<file path="src/rtl/sprite_scheduler_pkg.sv">
// rtl/sprite_scheduler_pkg.sv - shared types and default sizes for the sprite scheduler
package sprite_pkg;

    localparam int CORDW_DEFAULT      = 10;
    localparam int SPR_HEIGHT_DEFAULT = 8;

    // One sprite's position/enable register set; the same layout is used for
    // the software-written shadow copy and the frame-committed active copy.
    typedef struct packed {
        logic                     en;
        logic [CORDW_DEFAULT-1:0] x;
        logic [CORDW_DEFAULT-1:0] y;
    } spr_cfg_t;

endpackage

</file>
<file path="src/rtl/sprite_scheduler_if.sv">
// rtl/sprite_scheduler_if.sv - software-side shadow register write port
interface sprite_scheduler_if #(
    parameter int NSPR  = 4,
    parameter int CORDW = 10
);
    localparam int IW = $clog2(NSPR);

    logic             cfg_we;
    logic [IW-1:0]    cfg_idx;
    logic             cfg_en;
    logic [CORDW-1:0] cfg_x;
    logic [CORDW-1:0] cfg_y;

    modport master (output cfg_we, cfg_idx, cfg_en, cfg_x, cfg_y);
    modport slave  (input  cfg_we, cfg_idx, cfg_en, cfg_x, cfg_y);

endinterface

</file>
<file path="src/rtl/sprite_line_fsm.sv">
// rtl/sprite_line_fsm.sv - per-sprite line window tracker with start pulse and X latch
module sprite_line_fsm #(
    parameter int CORDW      = 10,
    parameter int SPR_HEIGHT = 8,
    parameter int V_RES      = 480
) (
    input  logic             clk,
    input  logic             rst_n,
    input  logic             line,
    input  logic [CORDW-1:0] sy,
    input  logic             en,
    input  logic [CORDW-1:0] x,
    input  logic [CORDW-1:0] y,
    output logic             start,
    output logic [CORDW-1:0] spr_x,
    output logic             drawing
);
    localparam int CW = $clog2(SPR_HEIGHT + 1);
    localparam logic [CORDW:0] VLIM = (CORDW+1)'(V_RES);

    typedef enum logic {IDLE, DRAW} state_t;

    state_t        state;
    logic [CW-1:0] cnt;
    logic          hit;
    logic          last_line;

    // Lines at or beyond the active area never start, even though sy keeps
    // counting through vertical blanking.
    assign hit       = en && (sy == y) && ({1'b0, y} < VLIM);
    assign last_line = (state == DRAW) && (cnt == '0);
    // A line pulse that ends the window may immediately begin a new one.
    assign start     = line && hit && ((state == IDLE) || last_line);

    // Window state, remaining-line counter and draw X captured at start.
    always_ff @(posedge clk or negedge rst_n) begin
        if (!rst_n) begin
            state   <= IDLE;
            cnt     <= '0;
            spr_x   <= '0;
            drawing <= 1'b0;
        end else if (start) begin
            state   <= DRAW;
            cnt     <= CW'(SPR_HEIGHT - 1);
            spr_x   <= x;
            drawing <= 1'b1;
        end else if (line && (state == DRAW)) begin
            if (cnt == '0) begin
                state   <= IDLE;
                drawing <= 1'b0;
            end else begin
                cnt <= cnt - CW'(1);
            end
        end
    end

endmodule

</file>
<file path="src/rtl/sprite_scheduler.sv">
// rtl/sprite_scheduler.sv - double-buffered sprite registers, engine sequencing, merge and collisions
module sprite_scheduler
    import sprite_pkg::*;
#(
    parameter int NSPR       = 4,
    parameter int CORDW      = CORDW_DEFAULT,
    parameter int SPR_HEIGHT = SPR_HEIGHT_DEFAULT,
    parameter int V_RES      = 480
) (
    input  logic                    clk,
    input  logic                    rst_n,
    input  logic [CORDW-1:0]        sy,
    input  logic                    line,
    input  logic                    frame,
    sprite_scheduler_if.slave       cfg,
    input  logic [NSPR-1:0]         spr_pix,
    output logic [NSPR-1:0]         spr_start,
    output logic [NSPR*CORDW-1:0]   spr_x,
    output logic [NSPR-1:0]         drawing,
    output logic                    pix,
    output logic [$clog2(NSPR)-1:0] pix_id,
    output logic [NSPR-1:0]         collide
);
    localparam int IW = $clog2(NSPR);

    spr_cfg_t        shadow [NSPR];
    spr_cfg_t        active [NSPR];
    spr_cfg_t        wr_val;
    logic [NSPR-1:0] wr_hit;
    logic [IW-1:0]   win_id;
    logic            multi;
    logic [NSPR-1:0] acc;

    assign wr_val = {cfg.cfg_en, cfg.cfg_x, cfg.cfg_y};

    // Decode which sprite the write targets; indices past NSPR match nothing.
    always_comb begin
        wr_hit = '0;
        for (int i = 0; i < NSPR; i++) begin
            wr_hit[i] = cfg.cfg_we && (cfg.cfg_idx == IW'(i));
        end
    end

    // Shadow takes writes any time; active follows shadow only at frame, with
    // a same-cycle write forwarded so it lands in this frame.
    always_ff @(posedge clk or negedge rst_n) begin
        if (!rst_n) begin
            for (int i = 0; i < NSPR; i++) begin
                shadow[i] <= '0;
                active[i] <= '0;
            end
        end else begin
            for (int i = 0; i < NSPR; i++) begin
                if (wr_hit[i]) shadow[i] <= wr_val;
                if (frame)     active[i] <= wr_hit[i] ? wr_val : shadow[i];
            end
        end
    end

    for (genvar g = 0; g < NSPR; g++) begin : g_spr
        sprite_line_fsm #(
            .CORDW      (CORDW),
            .SPR_HEIGHT (SPR_HEIGHT),
            .V_RES      (V_RES)
        ) u_fsm (
            .clk     (clk),
            .rst_n   (rst_n),
            .line    (line),
            .sy      (sy),
            .en      (active[g].en),
            .x       (active[g].x),
            .y       (active[g].y),
            .start   (spr_start[g]),
            .spr_x   (spr_x[g*CORDW +: CORDW]),
            .drawing (drawing[g])
        );
    end

    // Fixed priority: scanning downward leaves the lowest set index.
    always_comb begin
        win_id = '0;
        for (int i = NSPR - 1; i >= 0; i--) begin
            if (spr_pix[i]) win_id = IW'(i);
        end
    end

    // Clearing the lowest set bit leaves something only if two or more were set.
    assign multi = (spr_pix & (spr_pix - NSPR'(1))) != '0;

    // Registered merge output and per-frame collision capture.
    always_ff @(posedge clk or negedge rst_n) begin
        if (!rst_n) begin
            pix     <= 1'b0;
            pix_id  <= '0;
            acc     <= '0;
            collide <= '0;
        end else begin
            pix    <= |spr_pix;
            pix_id <= win_id;
            if (frame) begin
                collide <= acc;
                acc     <= '0;
            end else if (multi) begin
                acc <= acc | spr_pix;
            end
        end
    end

endmodule

</file>
<file path="src/flat_wrapper.sv">
// flat-port wrapper written by rule: the top's interface ports become plain ports
module sprite_scheduler_flat import sprite_pkg::*;
#(
    parameter int NSPR       = 4,
    parameter int CORDW      = CORDW_DEFAULT,
    parameter int SPR_HEIGHT = SPR_HEIGHT_DEFAULT,
    parameter int V_RES      = 480
)
  (clk, rst_n, sy, line, frame, spr_pix, spr_start, spr_x, drawing, pix, pix_id, collide, cfg_cfg_we, cfg_cfg_idx, cfg_cfg_en, cfg_cfg_x, cfg_cfg_y);
  sprite_scheduler_if #(.NSPR(NSPR), .CORDW(CORDW)) cfg_i ();
  input  logic clk;
  input  logic rst_n;
  input  logic [CORDW-1:0] sy;
  input  logic line;
  input  logic frame;
  input  logic [NSPR-1:0] spr_pix;
  output logic [NSPR-1:0] spr_start;
  output logic [NSPR*CORDW-1:0] spr_x;
  output logic [NSPR-1:0] drawing;
  output logic pix;
  output logic [$clog2(NSPR)-1:0] pix_id;
  output logic [NSPR-1:0] collide;
  input wire logic [$bits(cfg_i.cfg_we)-1:0] cfg_cfg_we;
  input wire logic [$bits(cfg_i.cfg_idx)-1:0] cfg_cfg_idx;
  input wire logic [$bits(cfg_i.cfg_en)-1:0] cfg_cfg_en;
  input wire logic [$bits(cfg_i.cfg_x)-1:0] cfg_cfg_x;
  input wire logic [$bits(cfg_i.cfg_y)-1:0] cfg_cfg_y;
  assign cfg_i.cfg_we = cfg_cfg_we;
  assign cfg_i.cfg_idx = cfg_cfg_idx;
  assign cfg_i.cfg_en = cfg_cfg_en;
  assign cfg_i.cfg_x = cfg_cfg_x;
  assign cfg_i.cfg_y = cfg_cfg_y;
  sprite_scheduler #(.NSPR(NSPR), .CORDW(CORDW), .SPR_HEIGHT(SPR_HEIGHT), .V_RES(V_RES)) u_core (.clk(clk), .rst_n(rst_n), .sy(sy), .line(line), .frame(frame), .cfg(cfg_i), .spr_pix(spr_pix), .spr_start(spr_start), .spr_x(spr_x), .drawing(drawing), .pix(pix), .pix_id(pix_id), .collide(collide));
endmodule
</file>
<file path="config.mk">
export PLATFORM = sky130hd
export DESIGN_NAME = sprite_scheduler_flat
export DESIGN_NICKNAME = d
export VERILOG_FILES = /design/src/rtl/sprite_scheduler_pkg.sv /design/src/rtl/sprite_scheduler_if.sv /design/src/rtl/sprite_line_fsm.sv /design/src/rtl/sprite_scheduler.sv /design/src/flat_wrapper.sv
export SDC_FILE = /design/constraint.sdc
export NUM_CORES = 1
export LEC_CHECK = 0
export ABC_CLOCK_PERIOD_IN_PS = 2300
export BUFFER_PORTS_ARGS = -buffer_cell sky130_fd_sc_hd__buf_2
export CAP_MARGIN = 20
export CORE_MARGIN = 1.5
export CORE_UTILIZATION = 53
export CTS_CLUSTER_DIAMETER = 60
export DETAILED_ROUTE_END_ITERATION = 8
export GPL_TIMING_DRIVEN = 0
export PLACE_DENSITY_LB_ADDON = 0.08
export SYNTH_ARGS = -nofsm -noshare
export SYNTH_HDL_FRONTEND = slang
export SYNTH_SLANG_ARGS = --single-unit
</file>
<file path="constraint.sdc">
create_clock -name clk -period 2.3 [get_ports clk]
set_clock_uncertainty 0.1 [all_clocks]
set_input_delay 0.115 -clock clk [delete_from_list [all_inputs] [get_ports clk]]
set_output_delay 0.115 -clock clk [all_outputs]
set_load 0.01 [all_outputs]
</file>
==> results.md, run 1 <==
| Step | Item | Value |
| --- | --- | --- |
| timing | Final clock period utilization by the worst path | 105% |
| yosys | Number of enable flip-flop cells after synthesis | 0 |
| route | Via density | 5.49 |
| global route | Global-route total usage across every layer | 23.5% |
| final layout | Share of layout cells above drive strength 1 | 46.8% |
| yosys | Synthesized net count | 732 |
| yosys | Area of the mapped netlist | 9830 um^2 |
| placement | Worst setup timing slack at the placement stage | -605 ps |
| job | Max Cap Violations | 0 |
| final layout | Synthesis-to-finish area growth | 25.0% |
| timing | Achievable frequency | 415 MHz |
| timing | Post-layout min period | 2410 ps |
| timing | # setup viols final | 20 |
| floorplanning | Area enclosed by the die boundary | 19400 um^2 |
| yosys | Async S/R FF share, synth | 100% |
| setup path | Worst R2R Setup Slack | -60 ps |
| pwr | VDD IR-drop max | 499 uV |
| route | Pre-Repair DR Iteration Count | 9 |
| global route | Maximum number of pins on one net before global-route repair | 91 |
| floorplanning | Number of placement rows | 49 |
| route | WL/cell | 19.9 um |
| setup path | Launching element type of the critical path | flip-flop |
| route | Antenna Nets Post-Route | 0 |
| route | DRC Markers | 9 |
| global route | First-pass GRT wire length | 35200 um |
| final layout | Antenna diode count | 0 |
| placement | Routability congestion estimate | 0.908 |
| floorplanning | Height of the chip | 139 um |
| timing | Max_slew headroom | 37.9% |
| timing | RSZ-0062 raised after global routing | true |
| floorplanning | I/O pin cnt | 97 |
| clock network | CTS sink count | 239 |
| placement | Post-Place Cell Area | 10600 um^2 |
| timing | Fin. max-slew vios | 0 |
| setup path | Standard cell with the maximum stage delay on the critical path | dfrtp_2 |
| final layout | Net total in the final layout | 910 |
| placement | Port bufs | 88 |
| final layout | Final Util | 67.9% |
| setup path | Chain of cells forming the critical path | xnor2_2, nand4_1, nor4_4, nand3_4, clkbuf_16, clkinv_4, buf_6 |
| final layout | Commonest cells after routing, fill and taps aside | dfrtp_1 (238), mux2_2 (183), buf_2 (87), dlygate4sd3_1 (36), buf_4 (30) |
| clock network | Depth of the CTS H-tree | 1 |
| floorplanning | Core box area | 18100 um^2 |
| setup path | Critical path capture point type | output port |
| status | Violated checks | design-rule violations, negative setup slack |
| global route | Initial antenna violation count | 0 |
| timing | Setup_tns | -542 ps |
| clock network | Cell at the root of the clock tree | clkbuf_16 |
| yosys | Count of state elements after synthesis | 239 |
| clock network | Clock slew at reported path FFs | 60 ps |
| setup path | Kind of critical path | flip-flop to output port |
| yosys | Cell count after synthesis | 686 |
| yosys | Dominant cell type by area after synthesis | dfrtp_1 |
| setup path | CP max stage delay | 420 ps |
| worst hold path | Path type of the worst min-delay path | input port to asynchronous set/reset pin |
| pwr | Static Leak | 5.70 nW |
| pwr | Total Power | 10.5 mW |
| floorplanning | Effective utilization at floorplan | 54.3% |
| yosys | Leading post-synthesis cells by cell area | dfrtp_1 (61%), mux2_2 (23%), xnor2_1 (2.6%), nand2_1 (1.1%), xor2_1 (0.98%) |
| route | Detailed-route via count | 6076 |
| yosys | Cell variety after synth | 43 |
| final layout | Commonest non-fill, non-tap cell in the layout | dfrtp_1 |
| setup path | Critical path data arrival time | 2190 ps |
| timing | Worst setup slack after layout | -107 ps |
| clock network | Inserted Clock Buffers | 24 |
| clock network | TritonCTS clock tree | yes |
| pwr | Power per cell area | 857 nW/um^2 |
| yosys | Area fraction of the dominant cell type after synthesis | 60.9% |
| setup path | Endpoint required time on the critical path | 2090 ps |
| setup path | Maximum fanout count along the critical path | 5 |
| placement | Half-perimeter wire length of the detailed placement result | 14500 um |
| timing | Slew of the pin with the lowest slew margin | 931 ps |
| status | Outcome | complete, but fails checks |
| route | Initial DRC Count | 272 |
| yosys | Mean Syn Cell Area | 14.3 um^2 |
| yosys | Warnings, synthesis | 0 |
| yosys | Proportion of synthesized chip area in sequential cells | 60.9% |
| global route | Vias in the first global route | 6586 |
| timing | Total count of hold-check failures in the final report | 0 |
| yosys | Primary FF master, synth | dfrtp_1 |
| clock network | Source-to-sink clock delay at the later pin of the worst-skew pair | 510 ps |
| clock network | Bufs on Longest Clock Path | 3 |
| global route | Remaining Overflow, GRT | 0 |
| floorplanning | Width of the chip | 139 um |
| final layout | Post-route standard cell area excluding fillers | 12300 um^2 |
| final layout | Fill count | 1268 |
| route | Final routed wirelength across all metal layers | 22100 um |
==> worst max-delay path, delay by kind of cell, from the launching register on <==
family	cells	cell delay, ps
and+or+nand+nor	3	760
DFF	1	420
buffers and inverters	3	300
xor gates and xnor gates	1	190
==> worst paths after layout <==
check                                              from  cells after the start                              to
setup / recovery                      u_core.active[72]                      7                    spr_start[0]
setup reg to reg           u_core.g_spr[2].u_fsm.cnt[1]                      8  u_core.g_spr[2].u_fsm.spr_x[8]
min in group clk                                  sy[2]                      5     u_core.g_spr[0].u_fsm.state
max in group asynchronous                         rst_n                      3               u_core.active[39]
hold reg to reg                       u_core.shadow[61]                      1               u_core.shadow[61]
hold / removal                                    rst_n                      2               u_core.shadow[71]
==> registers in the layout, summed over array words and instances (netlist names) <==
name	flops
u_core.active	84
u_core.shadow	84
u_core.g_spr.u_fsm.spr_x	40
u_core.g_spr.u_fsm.cnt	16
u_core.acc	4
u_core.collide	4
u_core.g_spr.u_fsm.state	4
u_core.pix_id	2
u_core.pix	1
==> cell usage after synthesis, drive strengths merged, types with 2 or more instances <==
master,instances
nand4,8
nor4,5
or3,4
nor4b,3
nor3b,2
a31o,2
nor2,17
xor2,11
nand3b,2
nor3,7
inv,16
o2111ai,2
xnor2,29
o21ai,10
a21oi,8
mux2,208
nand2b,11
nor2b,3
nand3,7
buf,19
a21boi,3
nand2,28
or3b,3
clkbuf,23
a221oi,2
ha,4
dfrtp,239
and3,3
==> through the flow <==
stage                     cells  hold slack, ps
after floorplan             686            -281
after global placement     1003             237
after detailed placement   1005            14.8
after CTS                  1095            87.9
after global routing       1107             105
final                      1107            62.3
==> timing repair <==
action | 4_1_cts | 5_1_grt
endpoints found under the hold margin | 371 | 0
buffers inserted | 17 | 15
hold buffers | 36 | 0
endpoints found under the setup margin | 58 | 50
gates resized for setup | 41 | 40
pin swaps | 12 | 13
==> where the power goes <==
part	switching, mW	total (mW)	internal [mW]
Clock	1.54	3.79	2.25
Sequential	0.356	5.23	4.88
Combinational	0.681	1.51	0.825
==> final cells by class <==
cell class,count,area (um^2),share of cell area (%)
Buffer,36,209,1.70
Tap cell,229,287,2.33
Inverter,16,65.1,0.529
Multi-Input combinational cell,389,3840,31.2
Timing Repair Buffer,158,1140,9.27
Clock inverter,4,50.0,0.407
Sequential cell,239,5980,48.7
Clock buffer,36,717,5.83
==> metal layers <==
layer | wire length, um | GRT usage [%]
met1 | 9590 | 30.8
met2 | 11000 | 40.2
met3 | 869 | 3.45
met4 | 665 | 8.12
met5 | 0 | 0
==> cells by family after synthesis <==
family	after synthesis	share of synthesized area, %
xor gates and xnor gates	40	3.57
AOI/OAI and AO/OA	32	2.11
adders and majority gates	4	0.509
buffers and inverters	58	2.94
and+or+nand+nor	105	5.98
DFF	239	60.9
muxes	208	24.0
(Power assumes the default switching activity.)
==> run 2, diff against run 1 <==
--- a/config.mk
+++ b/config.mk
@@ -13,7 +13,8 @@
 export CTS_CLUSTER_DIAMETER = 60
 export DETAILED_ROUTE_END_ITERATION = 8
 export GPL_TIMING_DRIVEN = 0
-export PLACE_DENSITY_LB_ADDON = 0.08
+export MAX_ROUTING_LAYER = met4
+export PLACE_DENSITY = 0.76
 export SYNTH_ARGS = -nofsm -noshare
 export SYNTH_HDL_FRONTEND = slang
 export SYNTH_SLANG_ARGS = --single-unit
==> run 2 against run 1 <==
Compared with the run above: die area stayed put; design area is 0.37% higher; critical path depth is 2 higher; hold slack worse by 40 ps; flip-flop and latch count stayed put; clock power is 14% higher; utilization is 0.25 points higher; sequential share of layout area is 0.18 points lower; the flow still finishes with violations (design-rule violations, negative setup slack); routed wire length is 1.5% higher; via count is 0.64% higher; worst setup slack better by 52 ps; largest cell class unchanged.
==> results.md, run 2 (same netlist as run 1, synthesis figures left out) <==
| Step | Item | Value |
| --- | --- | --- |
| status | Outcome | complete, but fails checks |
| status | Violated checks | design-rule violations, negative setup slack |
| global route | Maximum number of pins on one net before global-route repair | 126 |
| clock network | Cell at the root of the clock tree | clkbuf_16 |
| global route | Vias in the first global route | 6532 |
| placement | Half-perimeter wire length of the detailed placement result | 14400 um |
| clock network | CTS sink count | 239 |
| timing | Fin. max-slew vios | 0 |
| setup path | Most repeated library cell on the critical path | buf_6 |
| final layout | Registers with the highest flip-flop counts | u_core.active (84), u_core.shadow (84), u_core.g_spr.u_fsm.spr_x (40) |
| setup path | Standard cell with the maximum stage delay on the critical path | dfrtp_1 |
| timing | Slew of the pin with the lowest slew margin | 921 ps |
| setup path | Worst Setup EP | u_core.g_spr[3].u_fsm.spr_x[0] |
| final layout | Commonest non-fill, non-tap cell in the layout | dfrtp_1 |
| route | Via density | 5.54 |
| worst hold path | Path type of the worst min-delay path | input port to flip-flop |
| setup path | Crit. path cell count | 9 |
| timing | RSZ-0062 raised after global routing | true |
| setup path | Worst R2R Setup Slack | -50 ps |
| route | WL/cell | 20.3 um |
| job | Max Cap Violations | 0 |
| pwr | Static Leak | 5.72 nW |
| floorplanning | Height of the chip | 139 um |
| global route | Remaining Overflow, GRT | 0 |
| setup path | Chain of cells forming the critical path | inv_1, ha_2, or3b_4, nand2_4, o2111ai_4, buf_6, nor4_4, buf_6, mux2_4 |
| setup path | Buf+Inv Stages, Crit Path | 3 |
| clock network | Source-to-sink clock delay at the later pin of the worst-skew pair | 520 ps |
| setup path | Critical path data arrival time | 2660 ps |
| setup path | Launching element type of the critical path | flip-flop |
| final layout | Commonest cells after routing, fill and taps aside | dfrtp_1 (238), mux2_2 (183), buf_2 (86), dlygate4sd3_1 (34) |
| setup path | Capture point of the worst reg-to-reg path | u_core.g_spr[3].u_fsm.spr_x[0] |
| pwr | Power per cell area | 897 nW/um^2 |
| floorplanning | Number of placement rows | 49 |
| setup path | Maximum fanout count along the critical path | 5 |
| timing | Post-layout min period | 2350 ps |
| route | Pre-Repair DR Iteration Count | 9 |
| placement | Routability congestion estimate | 0.839 |
| setup path | Endpoint required time on the critical path | 2600 ps |
| clock network | Bufs on Longest Clock Path | 3 |
| route | DRC Markers | 2 |
| clock network | TritonCTS clock tree | yes |
| route | Antenna Nets Post-Route | 0 |
| global route | Global-route total usage across every layer | 24.3% |
| timing | Total count of hold-check failures in the final report | 0 |
| setup path | Reg-to-reg startpoint | u_core.g_spr[3].u_fsm.cnt[1] |
| clock network | Depth of the CTS H-tree | 1 |
| pwr | VDD IR-drop max | 544 uV |
| timing | # setup viols final | 20 |
| global route | First-pass GRT wire length | 35600 um |
| timing | Achievable frequency | 425 MHz |
| timing | Max_slew headroom | 38.6% |
| clock network | Clock slew at reported path FFs | 60 ps |
| final layout | Fill count | 1242 |
| floorplanning | Width of the chip | 139 um |
| timing | Worst setup slack after layout | -54.3 ps |
| floorplanning | Core box area | 18100 um^2 |
| timing | Final clock period utilization by the worst path | 102% |
| final layout | Synthesis-to-finish area growth | 25.5% |
| setup path | Length in cells of the worst reg-to-reg path | 9 |
| global route | Initial antenna violation count | 0 |
| route | Final routed wirelength across all metal layers | 22400 um |
| timing | Final hold slack | 22.1 ps |
| final layout | Net total in the final layout | 904 |
| placement | Port bufs | 88 |
| final layout | Antenna diode count | 0 |
| pwr | Total Power | 11.1 mW |
| floorplanning | Area enclosed by the die boundary | 19400 um^2 |
| floorplanning | Effective utilization at floorplan | 54.3% |
| route | Initial DRC Count | 326 |
| setup path | CP delay by family, top | simple AND/OR/NAND/NOR gates |
| final layout | Share of layout cells above drive strength 1 | 47.1% |
| setup path | Kind of critical path | flip-flop to flip-flop |
| setup path | Critical path capture point type | flip-flop |
| clock network | Inserted Clock Buffers | 25 |
| floorplanning | I/O pin cnt | 97 |
| setup path | CP max stage delay | 390 ps |
| route | Detailed-route via count | 6115 |
| setup path | Origin of the worst setup path | u_core.g_spr[3].u_fsm.cnt[1] |
run 2: cell types whose count changed in the layout (fill, tap and decap cells not counted), moves of 2 or more:
cell	before	now
dlygate4sd3_1	36	34
clkbuf_1	27	25
bufinv_16	1	5
clkinvlp_4	2	0
ha_2	3	1
buf_4	30	27
inv_1	13	11
clkbuf_8	5	3
inv_2	2	5
clkinv_2	1	3
run 2: report_power, final:
part	internal, mW	total (mW)	switching [mW]
combinational	0.817	1.50	0.686
clock	2.67	4.32	1.66
sequential	4.88	5.24	0.364
run 2: what timing repair did:
action | CTS | global route
endpoints found under the hold margin | 301 | 0
resized for setup | 55 | 21
setup buffers | 18 | 8
cloned | 0 | 1
hold buffers | 34 | 0
endpoints found under the setup margin | 54 | 44
pin swaps | 14 | 9
run 2: layout make-up:
class                           instances  area (um^2)  area share (%)
Inverter                               16         60.1           0.487
Timing Repair Buffer                  150         1080            8.75
Buffer                                 37          204            1.65
Multi-Input combinational cell        389         3840            31.1
Clock inverter                         11          199            1.61
Tap cell                              229          287            2.32
Sequential cell                       239         5980            48.5
Clock buffer                           33          686            5.56
run 2: per-stage QoR:
step / setup WS (ps) / instances / util [%] / TNS [ps] / instance area (um^2)
final: -54.3 / 1104 / 68.2 / -652 / 12300
after floorplan: 16.1 / 686 / - / 0 / 9850
after detailed placement: -550 / 1004 / 58.7 / -14060 / 10600
after global routing: -134 / 1104 / 68.2 / -2550 / 12300
after CTS: -139 / 1097 / 67.5 / -600 / 12200
after global placement: -2860 / 1003 / 58.5 / -689190 / 10600
run 2: worst min-delay path by stage:
stage / cells after the start / start / slack [ps] / to
2_1_floorplan: 0 / rst_n / -280 / u_core.acc[0]
3_3_place_gp: 2 / spr_pix[0] / 230 / u_core.pix_id[0]
3_5_place_dp: 1 / rst_n / 190 / u_core.shadow[69]
4_1_cts: 3 / cfg_cfg_we / 4 / u_core.shadow[41]
5_1_grt: 3 / cfg_cfg_we / 20 / u_core.shadow[41]
6_report: 3 / cfg_cfg_we / 20 / u_core.shadow[41]
run 2: metal layers:
metal / part of all wire (%) / up-vias / GRT usage, %
li1: - / 2722 / -
met1: 44 / 3194 / 31.6
met2: 48 / 160 / 38.0
met3: 4.7 / 39 / 4.83
met4: 2.7 / 0 / 9.24
met5: 0 / - / -
run 2: tightest hold or removal path, cell delays in order:
cell and delay (ps):
buf_2 120, nand3b_1 170, mux2_2 200
==> run 3, diff against run 2 <==
--- a/config.mk
+++ b/config.mk
@@ -5,6 +5,7 @@
 export SDC_FILE = /design/constraint.sdc
 export NUM_CORES = 1
 export LEC_CHECK = 0
+export ABC_AREA = 1
 export ABC_CLOCK_PERIOD_IN_PS = 2300
 export BUFFER_PORTS_ARGS = -buffer_cell sky130_fd_sc_hd__buf_2
 export CAP_MARGIN = 20
@@ -14,7 +15,7 @@
 export DETAILED_ROUTE_END_ITERATION = 8
 export GPL_TIMING_DRIVEN = 0
 export MAX_ROUTING_LAYER = met4
-export PLACE_DENSITY = 0.76
+export PLACE_DENSITY = 0.75
 export SYNTH_ARGS = -nofsm -noshare
 export SYNTH_HDL_FRONTEND = slang
 export SYNTH_SLANG_ARGS = --single-unit
==> run 3 against run 2 <==
Compared with the run above: the run now ends clean; critical path type is now flip-flop to output port; hold slack better by 29 ps; largest cell class unchanged; final cell count grew 49%; via count grew 40%; utilization is 2.3 points lower; highest routed layer unchanged; critical path depth up 2; combinational power barely moved; area after synthesis increased by 5.5%.
==> results.md, run 3 <==
| Step | Item | Value |
| --- | --- | --- |
| yosys | Dominant cell type by area after synthesis | dfrtp_1 |
| yosys | Primary FF master, synth | dfrtp_1 |
| yosys | Cell variety after synth | 26 |
| placement | Port bufs | 94 |
| setup path | Maximum fanout count along the critical path | 7 |
| floorplanning | Effective utilization at floorplan | 54.7% |
| setup path | Worst R2R Setup Slack | 320 ps |
| timing | Slew of the pin with the lowest slew margin | 642 ps |
| clock network | TritonCTS clock tree | yes |
| clock network | Bufs on Longest Clock Path | 3 |
| setup path | Critical path capture point type | output port |
| placement | Inst Count DP | 1558 |
| setup path | Buf+Inv Stages, Crit Path | 5 |
| final layout | Registers with the highest flip-flop counts | u_core.active (84), u_core.shadow (84), u_core.g_spr.u_fsm.spr_x (40) |
| yosys | Count of state elements after synthesis | 239 |
| setup path | Critical path data arrival time | 2020 ps |
| timing | Fin. max-slew vios | 0 |
| placement | Half-perimeter wire length of the detailed placement result | 18100 um |
| timing | Final hold slack | 50.8 ps |
| timing | Max_slew headroom | 57.2% |
| route | Final routed wirelength across all metal layers | 26200 um |
| yosys | Synthesized net count | 1248 |
| setup path | Standard cell with the maximum stage delay on the critical path | dfrtp_1 |
| floorplanning | Width of the chip | 143 um |
| timing | Worst setup slack after layout | 65.7 ps |
| setup path | Length in cells of the worst reg-to-reg path | 10 |
| yosys | Dominant cell by count in the synthesized netlist | nand2_1 |
| global route | Initial antenna violation count | 1 |
| setup path | Capture point of the worst reg-to-reg path | u_core.g_spr[2].u_fsm.spr_x[8] |
| floorplanning | Area enclosed by the die boundary | 20400 um^2 |
| global route | Maximum number of pins on one net before global-route repair | 83 |
| status | Outcome | complete, no violations |
| global route | Remaining Overflow, GRT | 0 |
| setup path | CP delay by family, top | buffers and inverters |
| pwr | Total Power | 10.5 mW |
| clock network | Inserted Clock Buffers | 25 |
| final layout | Share of layout cells above drive strength 1 | 16.9% |
| clock network | Cell at the root of the clock tree | clkbuf_16 |
| global route | Global-route total usage across every layer | 27.6% |
| final layout | Commonest cells after routing, fill and taps aside | nand2_1 (376), dfrtp_1 (239), inv_1 (141), buf_2 (107), o21ai_0 (90) |
| final layout | Fill count | 1526 |
| final layout | Commonest non-fill, non-tap cell in the layout | nand2_1 |
| pwr | Static Leak | 6.51 nW |
| final layout | Synthesis-to-finish area growth | 20.4% |
| setup path | Endpoint required time on the critical path | 2090 ps |
| final layout | Final Util | 65.8% |
| final layout | Filler-free cell count of the finished design | 1643 |
| yosys | Proportion of synthesized chip area in sequential cells | 57.7% |
| clock network | Source-to-sink clock delay at the later pin of the worst-skew pair | 530 ps |
| timing | Total count of hold-check failures in the final report | 0 |
| route | Initial DRC Count | 665 |
| timing | Final clock period utilization by the worst path | 97.1% |
| placement | Routability congestion estimate | 0.952 |
| global route | Vias in the first global route | 8515 |
| global route | First-pass GRT wire length | 42800 um |
| yosys | Cell count after synthesis | 1202 |
| timing | Post-layout min period | 2230 ps |
| floorplanning | Core box area | 19000 um^2 |
| route | Detailed-route via count | 8535 |
| floorplanning | I/O pin cnt | 97 |
| setup path | Chain of cells forming the critical path | inv_1, ha_4, nand2_2, nand2_2, nand2_1, nor2_2, nand2_2, buf_6, inv_1, buf_4, buf_2 |
| yosys | Area fraction of the dominant cell type after synthesis | 57.7% |
| timing | Achievable frequency | 448 MHz |
| yosys | Async S/R FF share, synth | 100% |
| setup path | Launching element type of the critical path | flip-flop |
| clock network | Depth of the CTS H-tree | 1 |
| floorplanning | Number of placement rows | 50 |
| placement | Worst setup timing slack at the placement stage | 193 ps |
| pwr | VDD IR-drop max | 628 uV |
| setup path | CP max stage delay | 380 ps |
| route | Via density | 5.19 |
| yosys | Number of enable flip-flop cells after synthesis | 0 |
| job | Max Cap Violations | 0 |
| final layout | Net total in the final layout | 1411 |
| yosys | Most numerous cell types in the synthesized netlist | nand2_1 (380), dfrtp_1 (239), inv_1 (143) |
| route | Antenna Nets Post-Route | 0 |
| pwr | Power per cell area | 843 nW/um^2 |
| yosys | Area of the mapped netlist | 10400 um^2 |
| clock network | CTS sink count | 239 |
| worst hold path | Path type of the worst min-delay path | input port to asynchronous set/reset pin |
| yosys | Warnings, synthesis | 0 |
| route | Pre-Repair DR Iteration Count | 6 |
| clock network | Clock slew at reported path FFs | 60 ps |
| setup path | Reg-to-reg startpoint | u_core.g_spr[2].u_fsm.cnt[0] |
| floorplanning | Height of the chip | 143 um |
| yosys | Leading post-synthesis cells by cell area | dfrtp_1 (58%), nand2_1 (14%), inv_1 (5.2%), o21ai_0 (4.3%), mux2_2 (3.4%) |
| setup path | Most repeated library cell on the critical path | nand2_2 |
| setup path | Kind of critical path | flip-flop to output port |
| timing | # setup viols final | 0 |
| yosys | Mean Syn Cell Area | 8.63 um^2 |
| route | WL/cell | 16.0 um |
| route | DRC Markers | 0 |
## run 3: cell count changes after synthesis, moves of 8 or more
cell | previous run | this run
o21ai_0 | 10 | 90
inv_1 | 16 | 143
xnor2_1 | 29 | 1
mux2_2 | 203 | 31
inv_2 | 0 | 8
nand3_1 | 7 | 63
nor2_1 | 17 | 70
o21ai_1 | 0 | 61
nand2_1 | 28 | 380
nand2b_1 | 11 | 0
buf_2 | 2 | 15
## run 3: metal layers
layer	global-route usage, %	part of all wire, %	vias to the layer above
li1	-	-	4099
met1	37.7	44	4116
met2	44.1	48	271
met3	3.09	5.8	49
met4	7.76	2.4	0
met5	-	0	-
## run 3: logic make-up (layout without fill, tap and decap cells)
logic type,count (synthesis),in the layout,synth area share (%)
DFF,239,239,57.7
other,0,1,0
AOI/OAI and AO/OA,169,169,8.25
adders and majority gates,4,4,0.483
buffers and inverters,204,384,8.18
muxes,31,31,3.37
and+or+nand+nor,544,544,21.1
xor gates and xnor gates,11,11,0.929
## run 3: area by class of cell
class / instances / area (um^2) / share of cell area, %
diodes: 1 / 2.50 / 0.0200
plain buffers: 52 / 277 / 2.22
clock buffers: 33 / 696 / 5.57
clock inverters: 11 / 113 / 0.902
inverters: 151 / 567 / 4.54
multi-input cells: 759 / 3590 / 28.8
flip-flops and latches: 239 / 5980 / 47.9
well taps: 260 / 325 / 2.61
repair buffers: 137 / 928 / 7.44
## run 3: worst max-delay path by stage
stage | depth (start not counted) | endpoint | from
2_1_floorplan | 10 | spr_start[1] | u_core.g_spr[1].u_fsm.cnt[0]
3_3_place_gp | 1 | u_core.g_spr[1].u_fsm.spr_x[0] | rst_n
3_5_place_dp | 11 | spr_start[1] | u_core.g_spr[1].u_fsm.cnt[0]
4_1_cts | 11 | spr_start[0] | u_core.g_spr[0].u_fsm.cnt[0]
5_1_grt | 11 | spr_start[0] | u_core.g_spr[0].u_fsm.cnt[1]
6_report | 11 | spr_start[0] | u_core.g_spr[0].u_fsm.cnt[1]
## run 3: repair_timing
item / CTS / global route
endpoints found under the hold margin: 195 / 0
endpoints found under the setup margin: 2 / 2
gates resized for setup: 7 / 10
buffers inserted: 2 / 5
hold buffers: 34 / 0
pin swaps: 2 / 4
## run 3: report_power, final
| group | internal (mW) | switching, mW | leakage [nW] |
|---|---|---|---|
| sequential | 4.76 | 0.263 | 2.96 |
| clock | 2.35 | 1.65 | 0.406 |
| combinational | 0.557 | 0.942 | 3.14 |
| total | 7.67 | 2.86 | 6.51 |
## run 3: worst register-to-register path, stage by stage, from the launching register on
cell	delay (ps)
dfrtp_1	380
inv_1	90
ha_1	200
nand2_1	80
nand2_1	170
nand3_1	100
nor2_1	240
buf_2	270
nand3_1	120
nand2_1	80
inv_1	40
## run 3: metrics by stage
step	setup TNS, ps	instance area [um^2]
2_1_floorplan	0	10400
6_report	0	12500
5_1_grt	-17.9	12500
4_1_cts	0	12400
3_3_place_gp	-756820	11200
3_5_place_dp	0	11200
